<file path="src/rtl/register_file_if.sv">
// rtl/register_file_if.sv - read/write bus bundle for the register file
//
// Purpose: groups the read ports, the write port and the write-blocking
// finish_flag of register_file into one bundle.
// Signals:
//   Read1, Read2  register indices for the two read ports
//   RD            write register index
//   WriteData     data to write
//   RegWrite      write enable, active high
//   finish_flag   high blocks all writes
//   Data1, Data2  read data for Read1 / Read2
// Modports: master drives indices/write side and samples read data;
//           slave is the register file itself.
interface register_file_if #(
  parameter int DATA_WIDTH = 32,
  parameter int ADDR_WIDTH = 5
);
  logic [ADDR_WIDTH-1:0] Read1;
  logic [ADDR_WIDTH-1:0] Read2;
  logic [ADDR_WIDTH-1:0] RD;
  logic [DATA_WIDTH-1:0] WriteData;
  logic                  RegWrite;
  logic                  finish_flag;
  logic [DATA_WIDTH-1:0] Data1;
  logic [DATA_WIDTH-1:0] Data2;

  modport master (
    output Read1, Read2, RD, WriteData, RegWrite, finish_flag,
    input  Data1, Data2
  );

  modport slave (
    input  Read1, Read2, RD, WriteData, RegWrite, finish_flag,
    output Data1, Data2
  );
endinterface

</file>
<file path="src/rtl/register_file.sv">
// rtl/register_file.sv - 32 x 32 RISC-V general-purpose register file
//
// Purpose: two combinational read ports and one synchronous write port;
// x0 is hardwired to zero. finish_flag freezes the array contents.
// Optional feature macro: REGFILE_BYPASS_EN (write-through forwarding of a
// qualifying write onto a read port addressing the same register).
// Ports:
//   clock    system clock, state updates on the rising edge
//   reset_n  synchronous active-low reset, clears every register
//   bus      register_file_if.slave: Read1/Read2/RD/WriteData/RegWrite/
//            finish_flag in, Data1/Data2 out
module register_file #(
  parameter int DATA_WIDTH = 32,
  parameter int ADDR_WIDTH = 5
) (
  input  logic          clock,
  input  logic          reset_n,
  register_file_if.slave bus
);
  localparam int DEPTH = 2 ** ADDR_WIDTH;

  logic [DATA_WIDTH-1:0] regs [DEPTH];
  logic                  write_en;

  // Write to x0 is dropped here, so regs[0] stays zero after reset; the read
  // mux still forces zero so x0 never depends on the array contents.
  assign write_en = bus.RegWrite && !bus.finish_flag && (bus.RD != '0);

  always_ff @(posedge clock) begin
    if (!reset_n) begin
      for (int i = 0; i < DEPTH; i++) begin
        regs[i] <= '0;
      end
    end else if (write_en) begin
      regs[bus.RD] <= bus.WriteData;
    end
  end

`ifdef REGFILE_BYPASS_EN
  // Forwarding also requires reset_n high: a write that reset overrides must
  // not appear on the read ports.
  logic fwd_ok;
  assign fwd_ok = write_en && reset_n;

  always_comb begin
    bus.Data1 = (bus.Read1 == '0) ? '0 : regs[bus.Read1];
    bus.Data2 = (bus.Read2 == '0) ? '0 : regs[bus.Read2];
    if (fwd_ok && (bus.Read1 == bus.RD)) begin
      bus.Data1 = bus.WriteData;
    end
    if (fwd_ok && (bus.Read2 == bus.RD)) begin
      bus.Data2 = bus.WriteData;
    end
  end
`else
  always_comb begin
    bus.Data1 = (bus.Read1 == '0) ? '0 : regs[bus.Read1];
    bus.Data2 = (bus.Read2 == '0) ? '0 : regs[bus.Read2];
  end
`endif
endmodule

</file>
<file path="src/flat_wrapper.sv">
// flat-port wrapper written by rule: the top's interface ports become plain ports
module register_file_flat 
#(
  parameter int DATA_WIDTH = 32,
  parameter int ADDR_WIDTH = 5
)
  (clock, reset_n, bus_Read1, bus_Read2, bus_RD, bus_WriteData, bus_RegWrite, bus_finish_flag, bus_Data1, bus_Data2);
  register_file_if #(.DATA_WIDTH(DATA_WIDTH), .ADDR_WIDTH(ADDR_WIDTH)) bus_i ();
  input  logic clock;
  input  logic reset_n;
  input wire logic [$bits(bus_i.Read1)-1:0] bus_Read1;
  input wire logic [$bits(bus_i.Read2)-1:0] bus_Read2;
  input wire logic [$bits(bus_i.RD)-1:0] bus_RD;
  input wire logic [$bits(bus_i.WriteData)-1:0] bus_WriteData;
  input wire logic [$bits(bus_i.RegWrite)-1:0] bus_RegWrite;
  input wire logic [$bits(bus_i.finish_flag)-1:0] bus_finish_flag;
  output wire logic [$bits(bus_i.Data1)-1:0] bus_Data1;
  output wire logic [$bits(bus_i.Data2)-1:0] bus_Data2;
  assign bus_i.Read1 = bus_Read1;
  assign bus_i.Read2 = bus_Read2;
  assign bus_i.RD = bus_RD;
  assign bus_i.WriteData = bus_WriteData;
  assign bus_i.RegWrite = bus_RegWrite;
  assign bus_i.finish_flag = bus_finish_flag;
  assign bus_Data1 = bus_i.Data1;
  assign bus_Data2 = bus_i.Data2;
  register_file #(.DATA_WIDTH(DATA_WIDTH), .ADDR_WIDTH(ADDR_WIDTH)) u_core (.clock(clock), .reset_n(reset_n), .bus(bus_i));
endmodule
</file>
<file path="config.mk">
export PLATFORM = sky130hd
export DESIGN_NAME = register_file_flat
export DESIGN_NICKNAME = d
export VERILOG_FILES = /design/src/rtl/register_file_if.sv /design/src/rtl/register_file.sv /design/src/flat_wrapper.sv
export SDC_FILE = /design/constraint.sdc
export NUM_CORES = 2
export LEC_CHECK = 0
export CAP_MARGIN = 20
export CORE_UTILIZATION = 39
export CTS_BUF_LIST = sky130_fd_sc_hd__clkbuf_4 sky130_fd_sc_hd__clkbuf_8
export CTS_CLUSTER_DIAMETER = 80
export DETAILED_ROUTE_END_ITERATION = 16
export HOLD_SLACK_MARGIN = 0.06
export MAX_ROUTING_LAYER = met4
export SYNTH_ARGS = -nofsm -noshare
export SYNTH_HDL_FRONTEND = slang
export SYNTH_SLANG_ARGS = --single-unit
</file>
<file path="constraint.sdc">
create_clock -name clock -period 5 [get_ports clock]
set_clock_uncertainty 0.15 [all_clocks]
set_input_delay 0.75 -clock clock [delete_from_list [all_inputs] [get_ports clock]]
set_output_delay 0.75 -clock clock [all_outputs]
set_load 0.005 [all_outputs]
</file>
==> impl_metrics.toml <==
[cells_and_area]
final_cell_mix = "edfxtp_1 (1024), and2_1 (993), mux2i_1 (320), mux4_2 (298), buf_4 (183)"
nets = 3983
top_register = "u_core.regs"
finalNonFillerCells = 5948
reg.largest.list = "u_core.regs (1024)"
syn_to_final_growth_pct = 14.3
largest_reg_flops = 1024
drive_gt1_share_pct = 23.7
layout_commonest_cell = "edfxtp_1"

[yosys]
ys_types = 38
synth_compound_area_share_pct = 5.45
synthArstFlopShare_pct = 0
synth_top_family_by_area = "multiplexers"
synthTopCellsByArea = "edfxtp_1 (56%), mux4_2 (12%), and2_1 (11%)"
syn_area_per_cell_um2 = 14.5
yosysWarnings = 0
synth_flop_cell = "edfxtp_1"
syn_area_um2 = 55100
synthSimpleGateAreaFrac_pct = 13.3
netlist_instances = 3795
synth_edf_count = 1024
synth.area.mux_share_pct = 21.9
synth_xor_area_share_pct = 0
yosys.area.top_type_share_pct = 55.9
synth_seq_cells = 1024
synth_area_leader_cell = "edfxtp_1"
ys_seq_area_share_pct = 55.9
synthAdderAreaFrac_pct = 0

[worst_hold_path]
worstHoldPathType = "in -> reg"

[setup_path]
critical_path.endpoint_type = "primary output"
crit_arrival_ns = 3.93
critPathKind = "in -> out"
cp_top_family = "buffers and inverters"
crit_chain = "buf_8 -> buf_12 -> buf_4 -> mux4_2 -> mux2_2 -> o21ai_0 -> a311oi_1 -> clkdlybuf4s50_1"
worst_setup_path_start_kind = "input pin"
cp_slowest_stage_delay_ns = 0.77
path_buf_inv = 4
worst_path_max_delay_cell = "a311oi_1"
path_max_fanout = 37
required_ns = 4.10

[pwr]
p_comb_share_pct = 13.3
power.net_switching_mw = 5.37
sw_frac_of_total_pct = 26.4
vdd_ir_drop_max_uv = 215
p_seq_share_pct = 49.9
leakage_nw = 22.1
p_int_mw = 15.0
powerDensity_nw_per_um2 = 323
p_clk_share_pct = 36.8

[cts]
htreeDepth = 4
clkSinkCount = 1024
root_buffer = "clkbuf_8"
cts_buffer_depth = 3
clk_pin_slew_ns = 0.06
post-cts-setup-buffers = 0
cts-buffers-inserted = 170
cts_tree = "done"
cts_resized = 0
hold_buffers = 0

[timing]
post-route-period-util_pct = 96.6
max_freq_mhz = 207
slew_headroom_pct = 17.9
tightest_slew_ns = 1.22
slew_violations = 0
setup_viol = 0
fin_crit_ns = 4.83
hold_viol = 0
rsz0062_at_grt = "no"
whs_ns = 0.548
fin_tns_setup_ns = 0
timing.final.ws_setup_ns = 0.171

[placement]
place_congestion = 0.911
io_buffer_count = 114
hpwl_um = 121000
pre_cts_ws_ns = 0.252
dpl.cell_count = 5618

[floorplanning]
dieArea_um2 = 143000
fp.dieH_um = 378
core-area_um2 = 140000
ios = 115
initial_core_util_pct = 39.4
rows = 137
dieWidth_um = 378

[global_routing]
antenna_found_initial = 16
grt_usage_pct = 28.0
grt_overflow_total = 0
grt_pass1_wl_um = 273000
grt_max_degree = 65
first_global_vias = 36200

[drt]
num_vias = 36500
viasPerCell = 6.14
drtPass1Iterations = 6
drtAntennaViolNets = 0
drtIter0Drc = 4752
routed_wl_um = 195000
drc = 0
wl_per_cell_um = 32.8

[run_status]
outcome = "completed"

[run]
maxCapViolCount = 0
-- cells by family (layout without fill, tap and decap cells) --
| family | after synthesis | count (layout) |
|---|---|---|
| AND/OR/NAND/NOR | 1221 | 1221 |
| buffers and inverters | 420 | 651 |
| multiplexers | 736 | 736 |
| flip-flops | 1024 | 1024 |
| other | 1 | 47 |
| AO/OA/AOI/OAI | 393 | 393 |
-- final cells by class --
cell class,count,area [um^2]
Sequential cell,1024,30700
Inverter,3,12.5
Multi-Input combinational cell,2382,23000
Clock inverter,69,469
Clock buffer,228,2810
Tap cell,1876,2350
Fill cell,12300,76800
Timing Repair Buffer,351,3510
Antenna cell,15,37.5
-- synthesized netlist by cell type, types with 13 or more instances --
library cell	n
a211oi_1	64
a21oi_1	32
a221oi_1	34
a221oi_2	18
a22oi_1	64
a311oi_1	32
and2_1	994
buf_2	52
buf_4	43
clkbuf_1	305
edfxtp_1	1024
mux2_2	64
mux2i_1	320
mux4_1	54
mux4_2	298
nand2_1	90
nand2b_1	13
nand4_1	32
nor2_1	28
nor2b_1	37
o21ai_0	69
o221ai_1	64
-- per-layer routing --
| metal | global-route usage [%] | up-vias | part of all wire (%) |
|---|---|---|---|
| met1 | 35.5 | 18800 | 39 |
| li1 | - | 14900 | - |
| met2 | 41.8 | 2367 | 46 |
| met4 | 12.3 | 0 | 4.4 |
| met5 | - | - | 0 |
| met3 | 7.93 | 431 | 11 |
-- power groups by stage --
stage	clock network (mW)	logic, mW	registers, mW
CTS	7.55	2.63	10.1
global route	7.90	2.78	10.2
finish	7.48	2.70	10.2
detailed placement	0	2.62	10.3
global placement	0	2.60	10.3
floorplan	0	1.47	10.2
-- worst paths after layout --
check	startpoint	slack, ns	cells after the start	endpoint
max	bus_Read2[2]	0.17	8	bus_Data2[31]
min	bus_WriteData[6]	0.55	2	u_core.regs[16][6]$_SDFFCE_PN0P_
-- metrics by stage --
| step | util, % | power [mW] | cell area, um^2 |
|---|---|---|---|
| finish | 45.0 | 20.3 | 62900 |
| floorplan | - | 11.7 | 55200 |
| detailed placement | 42.5 | 12.9 | 59300 |
| global route | 45.0 | 20.9 | 62900 |
| global placement | 42.4 | 12.9 | 59200 |
| CTS | 44.8 | 20.3 | 62600 |
No activity file was read; power rests on OpenSTA's default activity.
